**src/rtl/counter_pkg.sv**
```systemverilog
// Shared types for the modulo-k down-counter.
// FSM state encoding used by counter_mod_k_down.
package counter_pkg;

  typedef enum logic {
    ST_IDLE,
    ST_RUN
  } counter_state_t;

endpackage

```
**src/rtl/counter_mod_k_down.sv**
```systemverilog
// Loadable modulo-k down-counter with one-shot and periodic modes.
// Emits a registered one-cycle borrow pulse when an enabled tick passes zero.
module counter_mod_k_down
  import counter_pkg::*;
#(
  parameter int N = 3
) (
  input  logic         i_clk,
  input  logic         i_reset,
  input  logic [N-1:0] i_k,
  input  logic         i_en,
  input  logic         i_start,
  input  logic         i_stop,
  input  logic         i_periodic,
  output logic [N-1:0] o_count,
  output logic         o_borrow,
  output logic         o_busy
);

  localparam logic [N-1:0] ONE = N'(1);

  counter_state_t state;
  logic [N-1:0]   count;
  logic [N-1:0]   k_q;
  logic           periodic_q;
  logic           borrow;

  always_ff @(posedge i_clk or posedge i_reset) begin
    if (i_reset) begin
      state      <= ST_IDLE;
      count      <= '0;
      borrow     <= 1'b0;
      k_q        <= '0;
      periodic_q <= 1'b0;
    end else begin
      unique case (state)
        ST_IDLE: begin
          borrow <= 1'b0;
          if (i_start && !i_stop && (i_k != '0)) begin
            k_q        <= i_k;
            periodic_q <= i_periodic;
            count      <= i_k - ONE;
            state      <= ST_RUN;
          end
        end
        ST_RUN: begin
          if (i_stop) begin
            state  <= ST_IDLE;
            count  <= '0;
            borrow <= 1'b0;
          end else if (i_en) begin
            if (count == '0) begin
              // Reload in the same edge so the period has no gap cycle.
              borrow <= 1'b1;
              if (periodic_q) begin
                count <= k_q - ONE;
              end else begin
                count <= '0;
                state <= ST_IDLE;
              end
            end else begin
              count  <= count - ONE;
              borrow <= 1'b0;
            end
          end else begin
            borrow <= 1'b0;
          end
        end
        default: begin
          state  <= ST_IDLE;
          count  <= '0;
          borrow <= 1'b0;
        end
      endcase
    end
  end

  assign o_count  = count;
  assign o_borrow = borrow;
  assign o_busy   = (state == ST_RUN);

endmodule

```
**config.mk**
```make
export PLATFORM = sky130hd
export DESIGN_NAME = counter_mod_k_down
export DESIGN_NICKNAME = d
export VERILOG_FILES = /design/src/rtl/counter_pkg.sv /design/src/rtl/counter_mod_k_down.sv
export SDC_FILE = /design/constraint.sdc
export NUM_CORES = 1
export LEC_CHECK = 0
export ABC_AREA = 1
export BUFFER_PORTS_ARGS = -buffer_cell sky130_fd_sc_hd__buf_4
export CAP_MARGIN = 20
export CORE_AREA = 2 2 39 41
export DETAILED_ROUTE_END_ITERATION = 10
export DIE_AREA = 0 0 41 43
export PLACE_DENSITY = 0.74
export RECOVER_POWER = 25
export SKIP_CTS_REPAIR_TIMING = 1
export SLEW_MARGIN = 20
export SYNTH_ARGS = -nofsm -noshare
export SYNTH_HDL_FRONTEND = slang
export SYNTH_SLANG_ARGS = --single-unit
```
**constraint.sdc**
```tcl
create_clock -name i_clk -period 2.17 [get_ports i_clk]
set_clock_uncertainty 0.15 [all_clocks]
set_input_delay 0.1085 -clock i_clk [delete_from_list [all_inputs] [get_ports i_clk]]
set_output_delay 0.1085 -clock i_clk [all_outputs]
set_load 0.005 [all_outputs]
```
== Word level (Yosys, flattened, before mapping) ==
Index checks and enable logic that the tools add are counted.

* Add/subtract/negate cells: 3
* Eq/ne operators: 2
* Mux-type cells: 16
* Bitwise gates (word level): 1
* Reductions and logical operators: 7

{| class="wikitable"
|+ Operators by type and width
! operator !! number
|-
| 2-to-1 mux 3 bit || 5
|-
| subtractor 3 x 1 -> 3 bit, second input constant || 3
|-
| 2-to-1 mux 1 bit || 8
|-
| case mux 3 bit (2 select lines) || 1
|-
| case mux 1 bit (2 select lines) || 2
|-
| AND reduction 2 bit || 2
|-
| logical NOT 3 bit || 1
|-
| != test 3 bit, second input constant || 1
|-
| nonzero test 3 bit || 1
|-
| logical AND 1 bit || 2
|-
| != test 2 bit, second input constant || 1
|-
| logical NOT 1 bit || 1
|-
| NOT 1 bit || 1
|}

* Flip-flop bits (word level): 9
* Logic and storage cells: 34

== Logic depth before layout (Yosys ltp) ==
Gate-level depths: netlist of the first run.

* Word-level depth: 6
* Mapped depth: 9
* Mapped depth without buffers: 9

== Worst setup path before layout of the first run ==
OpenSTA, ideal clock, no wires.

* Path type: register -> register
* From: register count[0], in the netlist o_count[0]
* To: register count[0], in the netlist o_count[0]
* Library setup time: 0.117 ns
* Arrival: 1.035 ns
* Data required time: 1.903 ns
* Path slack: 0.868 ns
* Stages on the path, launching flop included: 10
* Buffers on the path: 0
* Path through: dfrtp_1 -> inv_1 -> ha_1 -> nand2_1 -> inv_1 -> nand2_1 -> nand3_1 -> nand2_1 -> nand2_1 -> nand2_1

* Longest elaborated chain between the ends: 5

{| class="wikitable"
|+ RTL lines
! item !! RTL line !! text
|-
| from (decl) || counter_mod_k_down.sv:23 || <nowiki>logic [N-1:0] count;</nowiki>
|-
| from (signal assigned) || counter_mod_k_down.sv:42 || <nowiki>count <= i_k - ONE;</nowiki>
|-
| from (signal assigned) || counter_mod_k_down.sv:56 || <nowiki>count <= k_q - ONE;</nowiki>
|-
| from (signal assigned) || counter_mod_k_down.sv:62 || <nowiki>count <= count - ONE;</nowiki>
|-
| subtractor 3 x 1 -> 3 bit or logical NOT 3 bit (tied branches) || counter_mod_k_down.sv:62, counter_mod_k_down.sv:52 ||
|-
| 2-to-1 mux 3 bit (*) || counter_mod_k_down.sv:52 || <nowiki>if (count == '0) begin</nowiki>
|-
| 2-to-1 mux 3 bit (*) || counter_mod_k_down.sv:51 || <nowiki>end else if (i_en) begin</nowiki>
|-
| 2-to-1 mux 3 bit (*) || counter_mod_k_down.sv:47 || <nowiki>if (i_stop) begin</nowiki>
|-
| case mux 3 bit (2 select lines) (*) || counter_mod_k_down.sv:36 || <nowiki>unique case (state)</nowiki>
|}

Every way passes the cells marked *; elsewhere a longest branch is shown, timed or not. The select of a mux whose other input is x is not followed.
A chain may end at the register's enable or synchronous reset.

== Final worst setup path of the first run ==
* From: input i_k[0]
* To: register count[2], in the netlist o_count[2]

* Longest elaborated chain between the ends: 4

{| class="wikitable"
|+ RTL lines
! item !! RTL line !! text
|-
| from (decl) || counter_mod_k_down.sv:10 || <nowiki>input logic [N-1:0] i_k,</nowiki>
|-
| branches (longest 4 deep; another with subtractor 3 x 1 -> 3 bit) || n/a ||
|}

Several ways; the timed one is not identified. The select of a mux whose other input is x is not followed.

==> results.json, run 1 <==
{
  "dp.cells": 110,
  "setup-violations-final": 0,
  "antenna_cells": 0,
  "wire_per_inst_um": 10.3,
  "synthDistinctLibCells": 14,
  "yosysWarnings": 0,
  "r2r-start": "o_busy$_DFF_PP0_",
  "ir_worst_vdd_uv": 510,
  "cts_max_level": 1,
  "die_y_um": 43,
  "setup_ws_ps": 318,
  "grt_util_met1": 0.206,
  "grt_util_all_layers": 0.164,
  "relSlewSlack": 0.758,
  "avgViaCountPerCell": 4.56,
  "nets": 118,
  "yosys.area.top_type": "dfrtp_1",
  "fmax_mhz": 540,
  "cts-root-buf": "clkbuf_4",
  "p_switching_mw": 0.234,
  "fp-row-count": 14,
  "clk_latency_ps": 270,
  "hold_start": "i_k[1]",
  "path_class": "primary input to flop",
  "clkTransAtPathRegs_ps": 70,
  "period_share": 0.853,
  "grt.overflow.total": 0,
  "comb_power_share": 0.397,
  "grt_pass1_wl_mm": 1.97,
  "power_density_nw_per_um2": 803,
  "clk_path_buf_depth": 2,
  "fin_tns_setup_ps": 0,
  "place_ws_ps": 609,
  "yosysTopAreaCellShare": 0.378,
  "drt_pass1_iterations": 4,
  "port_buffers": 13,
  "drt_iter0_drc": 28,
  "die_w_um": 41,
  "min_period_ps": 1850,
  "violations": "hold timing",
  "synth.net_count": 96,
  "area_growth_pct": 30.7,
  "clkPwrFrac": 0.217,
  "yosys-top-cells-area": "dfrtp_1, nand2_1, inv_1, ha_1, nand3_1",
  "core_um2": 1380,
  "reg2regPathDepth": 5,
  "gp_congestion": 0.848,
  "worstPathRequired_ps": 2210,
  "outcome": "finished with violations",
  "hold-path-cell-count": 3,
  "io_pins": 14,
  "final_util": 0.562,
  "cap_violations": 0,
  "drtAntennaViolNets": 0,
  "drt-total-wl_mm": 1.22,
  "cts_buffers": 3,
  "grt_start_max_net_pins": 14,
  "drive_gt1_frac": 0.214,
  "tightestPinTransition_ps": 362,
  "critPathMaxFanout": 13,
  "cts_tree": "done",
  "cp-end-kind": "flop",
  "dpl.hpwl_um": 921,
  "grt_util_met3": 0.0157,
  "die_area_um2": 1760,
  "pwr-share-seq": 0.387,
  "rsz0062_at_grt": "no",
  "cp-start-kind": "primary input",
  "hold_viol": 1,
  "postLayoutCellArea_um2": 778,
  "p_leak_nw": 0.453,
  "initial_utilization": 0.430,
  "syn_avg_cell_area_um2": 7.26,
  "r2r_slack_ps": 710,
  "grt_antenna_before_repair": 0,
  "busiest_layer": "met2",
  "synth_seq_area_share": 0.378,
  "synth.ff_latch_count": 9,
  "fin_hold_ws_ps": -36.4,
  "worst_ep_arrival_time_ps": 1890,
  "r2r-end": "o_count[2]$_DFFE_PP0P_",
  "swShare": 0.373,
  "hold_path_end": "k_q[1]$_DFFE_PP0P_",
  "via_count": 543,
  "grt_pass1_vias": 527,
  "p_int_mw": 0.392,
  "hold_class": "primary input to flop",
  "placed_area_um2": 702,
  "maxSlewViolCount": 0,
  "clkSinkCount": 9,
  "fin_cells": 119,
  "synth_area_um2": 596,
  "synthCells": 82,
  "n_fill_cell": 128,
  "use_met2": 0.256,
  "drc": 0
}
## cells in the mapped netlist (all sizes together)
cell type	count
and3	1
ha	5
o21ai	4
nand2	25
nor2	7
buf	1
nand3	9
inv	17
or2	1
a21oi	3
dfrtp	9
## cell families (layout without fill, tap and decap cells)
family,after synthesis,count (layout),share of synthesized area
flip-flops,9,9,0.378
AND/OR/NAND/NOR,43,43,0.307
adder cells (fa/ha/maj),5,5,0.105
buffers and inverters,18,39,0.126
AO/OA/AOI/OAI,7,7,0.0840
## flip-flops by register name (all words and copies together), names as in the netlist
name        flops
k_q             3
o_count         3
o_borrow        1
o_busy          1
periodic_q      1
## layout by cell type (no fill, tap or decap)
cell type      count
clkbuf_1           1
inv_1             17
ha_1               5
nand3_1            8
or2_2              1
o21ai_1            1
nor2_1             7
a21oi_2            1
buf_4             12
nand3_2            1
o21ai_2            3
dfrtp_1            9
and3_1             1
nand2_1           25
dlygate4sd3_1      5
a21oi_1            2
clkbuf_4           4
## power groups by stage
stage / combinational (mW) / clock [mW] / sequential, mW
after floorplan: 0.167 / 0 / 0.238
after global placement: 0.236 / 0 / 0.243
after detailed placement: 0.244 / 0 / 0.243
after CTS: 0.246 / 0.135 / 0.240
after global routing: 0.291 / 0.142 / 0.245
final: 0.248 / 0.135 / 0.242
## worst max-delay path by stage
| stage | from | to | slack [ps] | cells past startpoint |
|---|---|---|---|---|
| 5_1_grt | i_k[0] | o_count[2]$_DFFE_PP0P_ | 240 | 10 |
| 6_report | i_k[0] | o_count[2]$_DFFE_PP0P_ | 320 | 10 |
| 3_3_place_gp | i_k[0] | o_count[2]$_DFFE_PP0P_ | 670 | 9 |
| 3_5_place_dp | i_k[0] | o_count[2]$_DFFE_PP0P_ | 610 | 9 |
| 2_1_floorplan | o_count[0]$_DFFE_PP0P_ | o_count[0]$_DFFE_PP0P_ | 870 | 9 |
| 4_1_cts | o_busy$_DFF_PP0_ | o_count[2]$_DFFE_PP0P_ | 710 | 5 |
## cell type report
cell class                      instances  area [um2]  share of cell area
Multi-Input combinational cell         55         295               0.379
Clock buffer                            4        26.3              0.0338
Sequential cell                         9         225               0.289
Tap cell                               16        20.0              0.0257
Timing Repair Buffer                   18         148               0.190
Inverter                               17        63.8              0.0820
## critical path, cell delays in order
cell and delay (ps):
dlygate4sd3_1 520, buf_4 90, inv_1 60, ha_1 200
ha_1 180, nor2_1 100, nand3_2 240, nand2_1 200
nor2_1 60, a21oi_1 120
## metrics by stage
| stage | power (mW) | hold slack (ps) |
|---|---|---|
| after floorplan | 0.404 | -214 |
| after global placement | 0.479 | -48.5 |
| after detailed placement | 0.487 | -40.1 |
| after CTS | 0.621 | -322 |
| after global routing | 0.679 | 0.976 |
| final | 0.625 | -36.4 |
## metal layers
metal	vias up	part of all wire
met3	5	0.034
met5	-	0
met2	13	0.49
met1	233	0.46
met4	0	0.020
li1	292	-
Power figures use the tool's default switching activity.
==> run 2, diff against run 1 <==
==> constraint.sdc (replaced) <==
create_clock -name i_clk -period 2.17 [get_ports i_clk]
set_clock_uncertainty 0.15 [all_clocks]
set_input_delay 0 -clock i_clk [delete_from_list [all_inputs] [get_ports i_clk]]
set_output_delay 0 -clock i_clk [all_outputs]
set_load 0.005 [all_outputs]
==> results.json, run 2 (synthesized netlist as in run 1, its figures left out) <==
{
  "outcome": "finished, final reports clean",
  "placed_area_um2": 702,
  "layout_common_cells": "nand2_1, inv_1, buf_4",
  "cts_max_level": 1,
  "cts-root-buf": "clkbuf_4",
  "clkSinkCount": 9,
  "top_layer_used": "met4",
  "cap_violations": 0,
  "hold_class": "primary input to flop",
  "grt_util_all_layers": 0.172,
  "drt_pass1_iterations": 4,
  "rsz0062_at_grt": "no",
  "initial_utilization": 0.430,
  "hold_viol": 0,
  "place_ws_ps": 651,
  "ir_worst_vdd_uv": 309,
  "grt.overflow.total": 0,
  "worstSetupStartpoint": "o_count[0]$_DFFE_PP0P_",
  "final_common_cell": "nand2_1",
  "drt-total-wl_mm": 1.28,
  "dr_wl_met3_um": 45,
  "path_common_cell": "inv_1",
  "cts_buffers": 3,
  "hold-path-cell-count": 3,
  "setup_ws_ps": 349,
  "worstPathRequired_ps": 2170,
  "antenna_cells": 0,
  "area_growth_pct": 35.7,
  "fmax_mhz": 549,
  "fin_tns_setup_ps": 0,
  "drt_iter0_drc": 9,
  "avgViaCountPerCell": 4.80,
  "fp-row-count": 14,
  "period_share": 0.839,
  "grt_antenna_before_repair": 0,
  "die_y_um": 43,
  "drive_gt1_frac": 0.208,
  "reg2regPathDepth": 6,
  "cp_top_family": "buffers and inverters",
  "clkTransAtPathRegs_ps": 60,
  "via_count": 586,
  "min_period_ps": 1820,
  "crit_chain": "inv_1 > ha_1 > nand2_1 > inv_1 > and3_1 > dlygate4sd3_1",
  "hold_start": "i_start",
  "fin_hold_ws_ps": 39.8,
  "path_class": "flop to flop",
  "grt_start_max_net_pins": 14,
  "cp-end-kind": "flop",
  "drtAntennaViolNets": 0,
  "crit_buf_inv": 3,
  "nets": 121,
  "grt_pass1_vias": 575,
  "drc": 0,
  "die_w_um": 41,
  "dpl.hpwl_um": 949,
  "die_area_um2": 1760,
  "maxSlewViolCount": 0,
  "cpPeakStageDelay_ps": 540,
  "port_buffers": 13,
  "wire_per_inst_um": 10.5,
  "postLayoutCellArea_um2": 808,
  "wl_met2_um": 671,
  "setup-violations-final": 0,
  "core_um2": 1380,
  "io_pins": 14,
  "tightestPinTransition_ps": 359,
  "wirelength_met1_um": 526,
  "clk_path_buf_depth": 2,
  "p_leak_nw": 0.468,
  "r2r-start": "o_count[0]$_DFFE_PP0P_",
  "cp.depth": 6,
  "worst_ep_arrival_time_ps": 1820,
  "critPathMaxFanout": 5,
  "grt_pass1_wl_mm": 2.04,
  "clk_latency_ps": 260,
  "power_density_nw_per_um2": 773,
  "relSlewSlack": 0.760,
  "cpMaxStageDelayCell": "dlygate4sd3_1",
  "cts_tree": "done",
  "cp-start-kind": "flop",
  "gp_congestion": 0.791
}
run 2: cell types whose count changed in the layout (fill, tap and decap cells not counted), sizes merged:
cell,previous run,this run
dlygate4sd3,5,8
run 2: metal layers:
| metal | GRT usage | vias to the layer above |
|---|---|---|
| li1 | - | 299 |
| met1 | 0.201 | 267 |
| met2 | 0.259 | 14 |
| met3 | 0.0209 | 6 |
| met4 | 0.147 | 0 |
| met5 | 0 | - |
run 2: area by class of cell:
cell class | instances | area, um2
sequential | 9 | 225
fill | 138 | 576
multi-input combinational | 55 | 295
clock buffer | 4 | 26.3
tap | 16 | 20.0
inverter | 17 | 63.8
timing repair buffer | 21 | 178
run 2: worst min-delay path, delay by kind of cell:
| kind | cells | cell delay, ps |
|---|---|---|
| buf+inv | 1 | 110 |
| compound gates | 1 | 70 |
| simple gates | 1 | 230 |
run 2: stage by stage:
step,cells,util,power [mW]
4_1_cts,114,0.526,0.617
3_3_place_gp,110,0.507,0.478
3_5_place_dp,110,0.507,0.484
2_1_floorplan,82,-,0.404
5_1_grt,122,0.584,0.688
6_report,122,0.584,0.625
run 2: final timing paths:
path / end / slack [ps]
min reg2reg: k_q[1]$_DFFE_PP0P_ / 350
max reg2reg: o_borrow$_DFF_PP0_ / 350
max in group asynchronous: o_count[0]$_DFFE_PP0P_ / 1490
min: k_q[2]$_DFFE_PP0P_ / 40
min in group asynchronous: k_q[2]$_DFFE_PP0P_ / 120
max: o_borrow$_DFF_PP0_ / 350
run 2: report_power, final:
part           internal, mW  switching [mW]  total [mW]
Combinational         0.119           0.137       0.255
Sequential            0.205          0.0331       0.239
Clock                0.0710          0.0602       0.131
